File: src/rtl/packet_serializer.sv
// packet_serializer: frames NUM_CH consecutive input words as HEADER, NUM_CH data beats, FOOTER
// Ports: clk, rst_n (async active-low); din/din_valid/din_ready upstream handshake;
//        dout/dout_valid/dout_ready downstream handshake with dout_sop (HEADER beat) and
//        dout_eop (FOOTER beat); busy (not idle); pkt_count (footers loaded, wrapping).
module packet_serializer #(
   parameter int                DATA_W      = 8,
   parameter int                NUM_CH      = 4,
   parameter logic [DATA_W-1:0] HEADER      = 'hAA,
   parameter logic [DATA_W-1:0] FOOTER      = 'hFF,
   parameter int                FOOTER_MODE = 0,
   parameter int                CNT_W       = 16
) (
   input  logic              clk,
   input  logic              rst_n,
   input  logic [DATA_W-1:0] din,
   input  logic              din_valid,
   output logic              din_ready,
   output logic [DATA_W-1:0] dout,
   output logic              dout_valid,
   input  logic              dout_ready,
   output logic              dout_sop,
   output logic              dout_eop,
   output logic              busy,
   output logic [CNT_W-1:0]  pkt_count
);
   localparam int CW = NUM_CH > 1 ? $clog2(NUM_CH) : 1;
   typedef enum logic [1:0] {IDLE, DATA, FTR} state_t;
   state_t            state, state_nxt;
   logic [CW-1:0]     cnt, cnt_nxt;
   logic [DATA_W-1:0] chk, chk_nxt, dout_nxt;
   logic              valid_nxt, sop_nxt, eop_nxt, adv;
   logic [CNT_W-1:0]  pkt_nxt;
   always_ff @(posedge clk or negedge rst_n) begin
      if (!rst_n) begin
         state      <= IDLE;
         cnt        <= '0;
         chk        <= '0;
         dout       <= '0;
         dout_valid <= 1'b0;
         dout_sop   <= 1'b0;
         dout_eop   <= 1'b0;
         pkt_count  <= '0;
      end else begin
         state      <= state_nxt;
         cnt        <= cnt_nxt;
         chk        <= chk_nxt;
         dout       <= dout_nxt;
         dout_valid <= valid_nxt;
         dout_sop   <= sop_nxt;
         dout_eop   <= eop_nxt;
         pkt_count  <= pkt_nxt;
      end
   end
   // The output register is the only buffer: it may load whenever it is empty or being drained.
   always_comb begin
      adv       = !dout_valid | dout_ready;
      din_ready = (state == DATA) & adv;
      busy      = state != IDLE;
      state_nxt = state;
      cnt_nxt   = cnt;
      chk_nxt   = chk;
      dout_nxt  = dout;
      valid_nxt = dout_valid;
      sop_nxt   = dout_sop;
      eop_nxt   = dout_eop;
      pkt_nxt   = pkt_count;
      if (adv) begin
         case (state)
            IDLE: begin
               valid_nxt = din_valid;
               sop_nxt   = din_valid;
               eop_nxt   = 1'b0;
               if (din_valid) begin
                  dout_nxt  = HEADER;
                  cnt_nxt   = '0;
                  chk_nxt   = '0;
                  state_nxt = DATA;
               end
            end
            DATA: begin
               valid_nxt = din_valid;
               sop_nxt   = 1'b0;
               eop_nxt   = 1'b0;
               if (din_valid) begin
                  dout_nxt  = din;
                  chk_nxt   = chk ^ din;
                  cnt_nxt   = cnt + CW'(1);
                  state_nxt = cnt == CW'(NUM_CH - 1) ? FTR : DATA;
               end
            end
            default: begin
               dout_nxt  = FOOTER_MODE != 0 ? chk : FOOTER;
               valid_nxt = 1'b1;
               sop_nxt   = 1'b0;
               eop_nxt   = 1'b1;
               pkt_nxt   = pkt_count + CNT_W'(1);
               state_nxt = IDLE;
            end
         endcase
      end
   end
endmodule
File: config.mk
export PLATFORM = sky130hd
export DESIGN_NAME = packet_serializer
export DESIGN_NICKNAME = d
export VERILOG_FILES = /design/src/rtl/packet_serializer.sv
export SDC_FILE = /design/constraint.sdc
export NUM_CORES = 1
export LEC_CHECK = 0
export ABC_AREA = 1
export CAP_MARGIN = 25
export CORE_MARGIN = 5
export CORE_UTILIZATION = 51
export CTS_CLUSTER_SIZE = 40
export DETAILED_ROUTE_END_ITERATION = 16
export PLACE_DENSITY_LB_ADDON = 0.15
export REMOVE_ABC_BUFFERS = 1
export SYNTH_ARGS = -nofsm -noshare
export SYNTH_HDL_FRONTEND = slang
export SYNTH_SLANG_ARGS = --single-unit
File: constraint.sdc
create_clock -name clk -period 2.6 [get_ports clk]
set_clock_uncertainty 0.05 [all_clocks]
set_input_delay 0.52 -clock clk [delete_from_list [all_inputs] [get_ports clk]]
set_output_delay 0.52 -clock clk [all_outputs]
set_load 0.1 [all_outputs]
Yosys cells after proc, flatten, opt, wreduce, memory -nomap -nowiden
Index checks and enable logic that the tools add are counted.
Operators by class
  bitwise gates (word level): 3
  $add $sub $neg: 2
  eq/ne operators: 4
  shifts and indexed selects: 0
  divide/modulo/power cells: 0
  mux-type cells: 13
  $lt $le $gt $ge: 0
  reductions and logical operators: 8
  multiply operators: 0
Operator list (number)
  $add A16 B1 Y16 const B: 1
  $mux W8: 2
  $pmux W8 S2: 1
  $mux W2: 5
  $pmux W2 S2: 2
  $ne A2 B2 Y1 const B: 2
  $reduce_and A4 Y1: 1
  $reduce_bool A2 Y1: 2
  $mux W1: 3
  $reduce_and A3 Y1: 1
  $add A2 B1 Y2 const B: 1
  $eq A2 B1 Y1 const B: 1
  $eq A2 B2 Y1 const B: 1
  $logic_not A2 Y1: 1
  $reduce_and A2 Y1: 1
  $reduce_or A2 Y1: 1
  $and A1 B1 Y1: 1
  $logic_not A1 Y1: 1
  $not A1 Y1: 1
  $or A1 B1 Y1: 1
Word-level totals
  memories: 0
  bits in registers: 31
  output and inout bits: 29
  logic and storage cells: 37
  memory bits (writable): 0
  bits in latches: 0
  bits in read-only memories: 0

Depth between registers and ports, before layout
  depth in word-level cells: 4
  depth in mapped cells: 8

Worst setup path before layout
Ideal clock, no wire load.
  path type: register to output
  from: register dout_valid
  to: output port din_ready
  path slack: -0.358 ns
  cell stages (with the launch flop): 4
  data arrival time: 2.388 ns
  cells stage by stage: dfrtp_1 nand2_4 inv_1 nor2_1
Between the ends
  longest elaborated chain between the ends: 3
Ends and longest elaborated chain
  start: declaration: RTL line 19  | output logic dout_valid,
  start signal: assignment: RTL line 48  | dout_valid <= valid_nxt;
  $logic_not A1 Y1: RTL line 56  | adv = !dout_valid | dout_ready;
  $or A1 B1 Y1: RTL line 56
  $and A1 B1 Y1: RTL line 57  | din_ready = (state == DATA) & adv;
  end: declaration: RTL line 17  | output logic din_ready,
Every way passes these cells.

Worst setup path after layout
  from: input port dout_ready
  to: output port din_ready
Between the ends
  longest elaborated chain between the ends: 2
Ends and longest elaborated chain
  start: declaration: RTL line 20  | input logic dout_ready,
  $or A1 B1 Y1: RTL line 56
  $and A1 B1 Y1: RTL line 57
Every way passes these cells.

==> run_results.csv <==
group,metric,value,unit
global_route,grt_usage,0.1712,
synth,synth_area,1473,um^2
floorplanning,start_util,0.5340,
global_route,grt_max_degree,32,
synth,synthMuxAreaShare,0.007647,
min_path,hold_class,"flop to flop",
placed_design,gp_congestion,0.8849,
route,avgRoutedWirePerCell,12.72,um
pwr,pwr-share-clk,0.159,
synth,synth_top_family_by_area,"simple AND/OR/NAND/NOR gates",
pwr,power_switching,1061,uW
pwr,cellLeakagePower,0.0009746,uW
layout,final_common_cell,"nand2_1",
synth,postSynthCellCount,165,
setup_path,cp-start-kind,"input port",
pwr,p_int,953.7,uW
clock_network,cts.hold.buffers_added,0,
global_route,globalRouteMet1Util,0.2043,
pwr,p_sw_frac,0.5267,
synth,synth_xor_area_frac,0.05947,
setup_path,crit_type,"input port to output pin",
floorplanning,io_pins,41,
floorplanning,die_width,63.74,um
clock_network,cts_resized,0,
pwr,ir_worst_vdd,0.8959,mV
floorplanning,die-area,4062,um^2
route,antenna_left,0,
clock_network,post_cts_buffers,0,
setup_path,cp_data_arrival_time,1.67,ns
timing,worst_slack,0.3626,ns
global_route,grtUsageMet2,0.2893,
synth,yosys.area.top_type,"dfrtp_1",
route,vias_per_cell,5.094,
min_path,min-delay-start,"cnt[0]",
placed_design,dp_slack,0.3701,ns
clock_network,cts_buffers,5,
clock_network,cts_root_buffer,"clkbuf_4",
clock_network,insertion_delay,0.32,ns
floorplanning,die_h,63.74,um
layout,antenna_cells,0,
clock_network,clkTransAtPathRegs,0.09,ns
setup_path,cp.required,2.03,ns
synth,yosysWarnings,0,
synth,netlist_top_cells_area,"dfrtp_1, nand2_1, inv_1",
timing,period_share,0.8605,
clock_network,cts_tree,"built",
layout,fin_nets,226,
clock_network,clockBufferDepth,2,
layout,final_cell_mix,"nand2_1, dfrtp_1, buf_4",
synth,ys_types,23,
global_route,gr-total-overflow,0,
route,routed_wl,3103,um
synth,yosysSeqAreaShare,0.5268,
route,drc_errors,0,
pwr,finalPower,2015,uW
setup_path,cp-startpoint,"dout_ready",
timing,layout_min_cycle_time,2.237,ns
synth,synth_simple_gate_area_frac,0.2906,
layout,syn_to_final_growth,30.42,%
pwr,seq_power_share,0.330,
timing,slew_headroom,0.7442,
placed_design,hpwl,2329,um
synth,avgSynthCellArea,8.925,um^2
route,dr_total_vias,1243,
route,first_iter_violations,44,
layout,final_area,1921,um^2
setup_path,reg2reg_depth,5,
global_route,grt_pass1_vias,1270,
pwr,power_density,1049,nW/um^2
clock_network,cts-htree-levels,2,
synth,synth_top_area_share,0.5268,
setup_path,timing.rr.start,"pkt_count[1]",
timing,max_freq,0.4470,GHz
timing,finalHoldViolations,0,
route,firstDrtPassIters,4,
placed_design,place_area,1852,um^2
timing,drv_slew,0,
synth,ys_seq_elements,31,
global_route,use_met3,0.05429,
global_route,antenna_found_initial,0,
timing,grt_setup_unrepaired,"no",
floorplanning,core_area,2758,um^2
global_route,grt_pass1_wl,5623,um
clock_network,cts_sinks,31,
floorplanning,row_count,19,
setup_path,critPathMaxFanout,9,
layout,drive_above_1_share,0.2582,
setup_path,end_kind,"output pin",
timing,tightest_slew,0.3837,ns
flow_run,maxCapViolCount,0,
synth,synth_adder_area_share,0.01699,
synth,synth_compound_area_frac,0.04503,
run_status,outcome,"completed",
min_path,hold_path_depth,1,
placed_design,portBuffers,40,
timing,finalSetupViolations,0,
global_route,busiest_layer,"met2",
pwr,combPwrFrac,0.511,
==> Yosys cell counts <==
master / count
nand2_1: 45
nand3b_1: 2
xor2_1: 5
nor2_2: 4
mux2_2: 1
nor2_1: 10
inv_2: 3
ha_1: 2
nor2_4: 3
nand3_1: 11
nor3_2: 1
o21ai_0: 5
xnor2_1: 5
buf_4: 1
nand4_1: 4
inv_1: 16
o21ai_1: 1
a21oi_1: 6
nand2_4: 2
nand2_2: 4
o22ai_1: 1
nor3_1: 2
dfrtp_1: 31
==> layout make-up <==
cell class	instances	area, um^2
clock buffers	8	68.82
fillers	226	837.1
inverters	19	71.32
multi-input cells	114	618.1
flip-flops and latches	31	775.7
well taps	31	38.79
repair buffers	41	347.8
==> path summary, 6_finish.rpt <==
check                           slack [ns]       endpoint
min in group asynchronous             0.53   pkt_count[1]
worst max-delay path                  0.36      din_ready
worst min-delay path                  0.43         cnt[0]
worst max register to register        1.23  pkt_count[10]
max in group asynchronous             1.69       dout_sop
worst min register to register        0.43         cnt[0]
==> worst max-delay path, stage by stage <==
cell and delay [ns]:
clkdlybuf4s50_1 0.47, inv_2 0.05, nand2_4 0.11, inv_1 0.09, nor2_1 0.21, buf_12 0.21
==> flip-flops by register name, summed over array words and instances, names as in the netlist <==
| name | count |
|---|---|
| dout_valid | 1 |
| dout_sop | 1 |
| dout_eop | 1 |
| cnt | 2 |
| dout | 8 |
| pkt_count | 16 |
| state | 2 |
==> layer usage <==
layer  vias to the layer above  part of all wire
met2                        39              0.51
met4                         0             0.014
met1                       581              0.41
met5                         -                 0
met3                         7             0.063
li1                        616                 -
==> power groups by stage <==
| stage | registers (uW) | logic [uW] | clock network, uW |
|---|---|---|---|
| after floorplan | 1200 | 253 | 0 |
| after global placement | 669 | 1020 | 0 |
| after detailed placement | 673 | 1040 | 0 |
| after CTS | 664 | 1040 | 329 |
| after global routing | 682 | 1080 | 355 |
| final | 665 | 1030 | 320 |
==> metrics by stage <==
stage               TNS [ns]    util  cells  hold WS [ns]
floorplan            -0.3575       -    164        0.1744
global placement           0  0.6715    236        0.4065
detailed placement         0  0.6715    236        0.4150
CTS                        0  0.6965    244        0.4326
global route               0  0.6965    244        0.4605
finish                     0  0.6965    244        0.4315
==> kinds of logic (layout without fill, tap and decap cells) <==
kind of cell / after synthesis / after routing
xor+xnor: 10 / 10
buf+inv: 20 / 68
flops: 31 / 31
mux: 1 / 1
fa+ha+maj: 2 / 2
simple gates: 88 / 88
compound gates: 13 / 13
(Power assumes the default switching activity.)
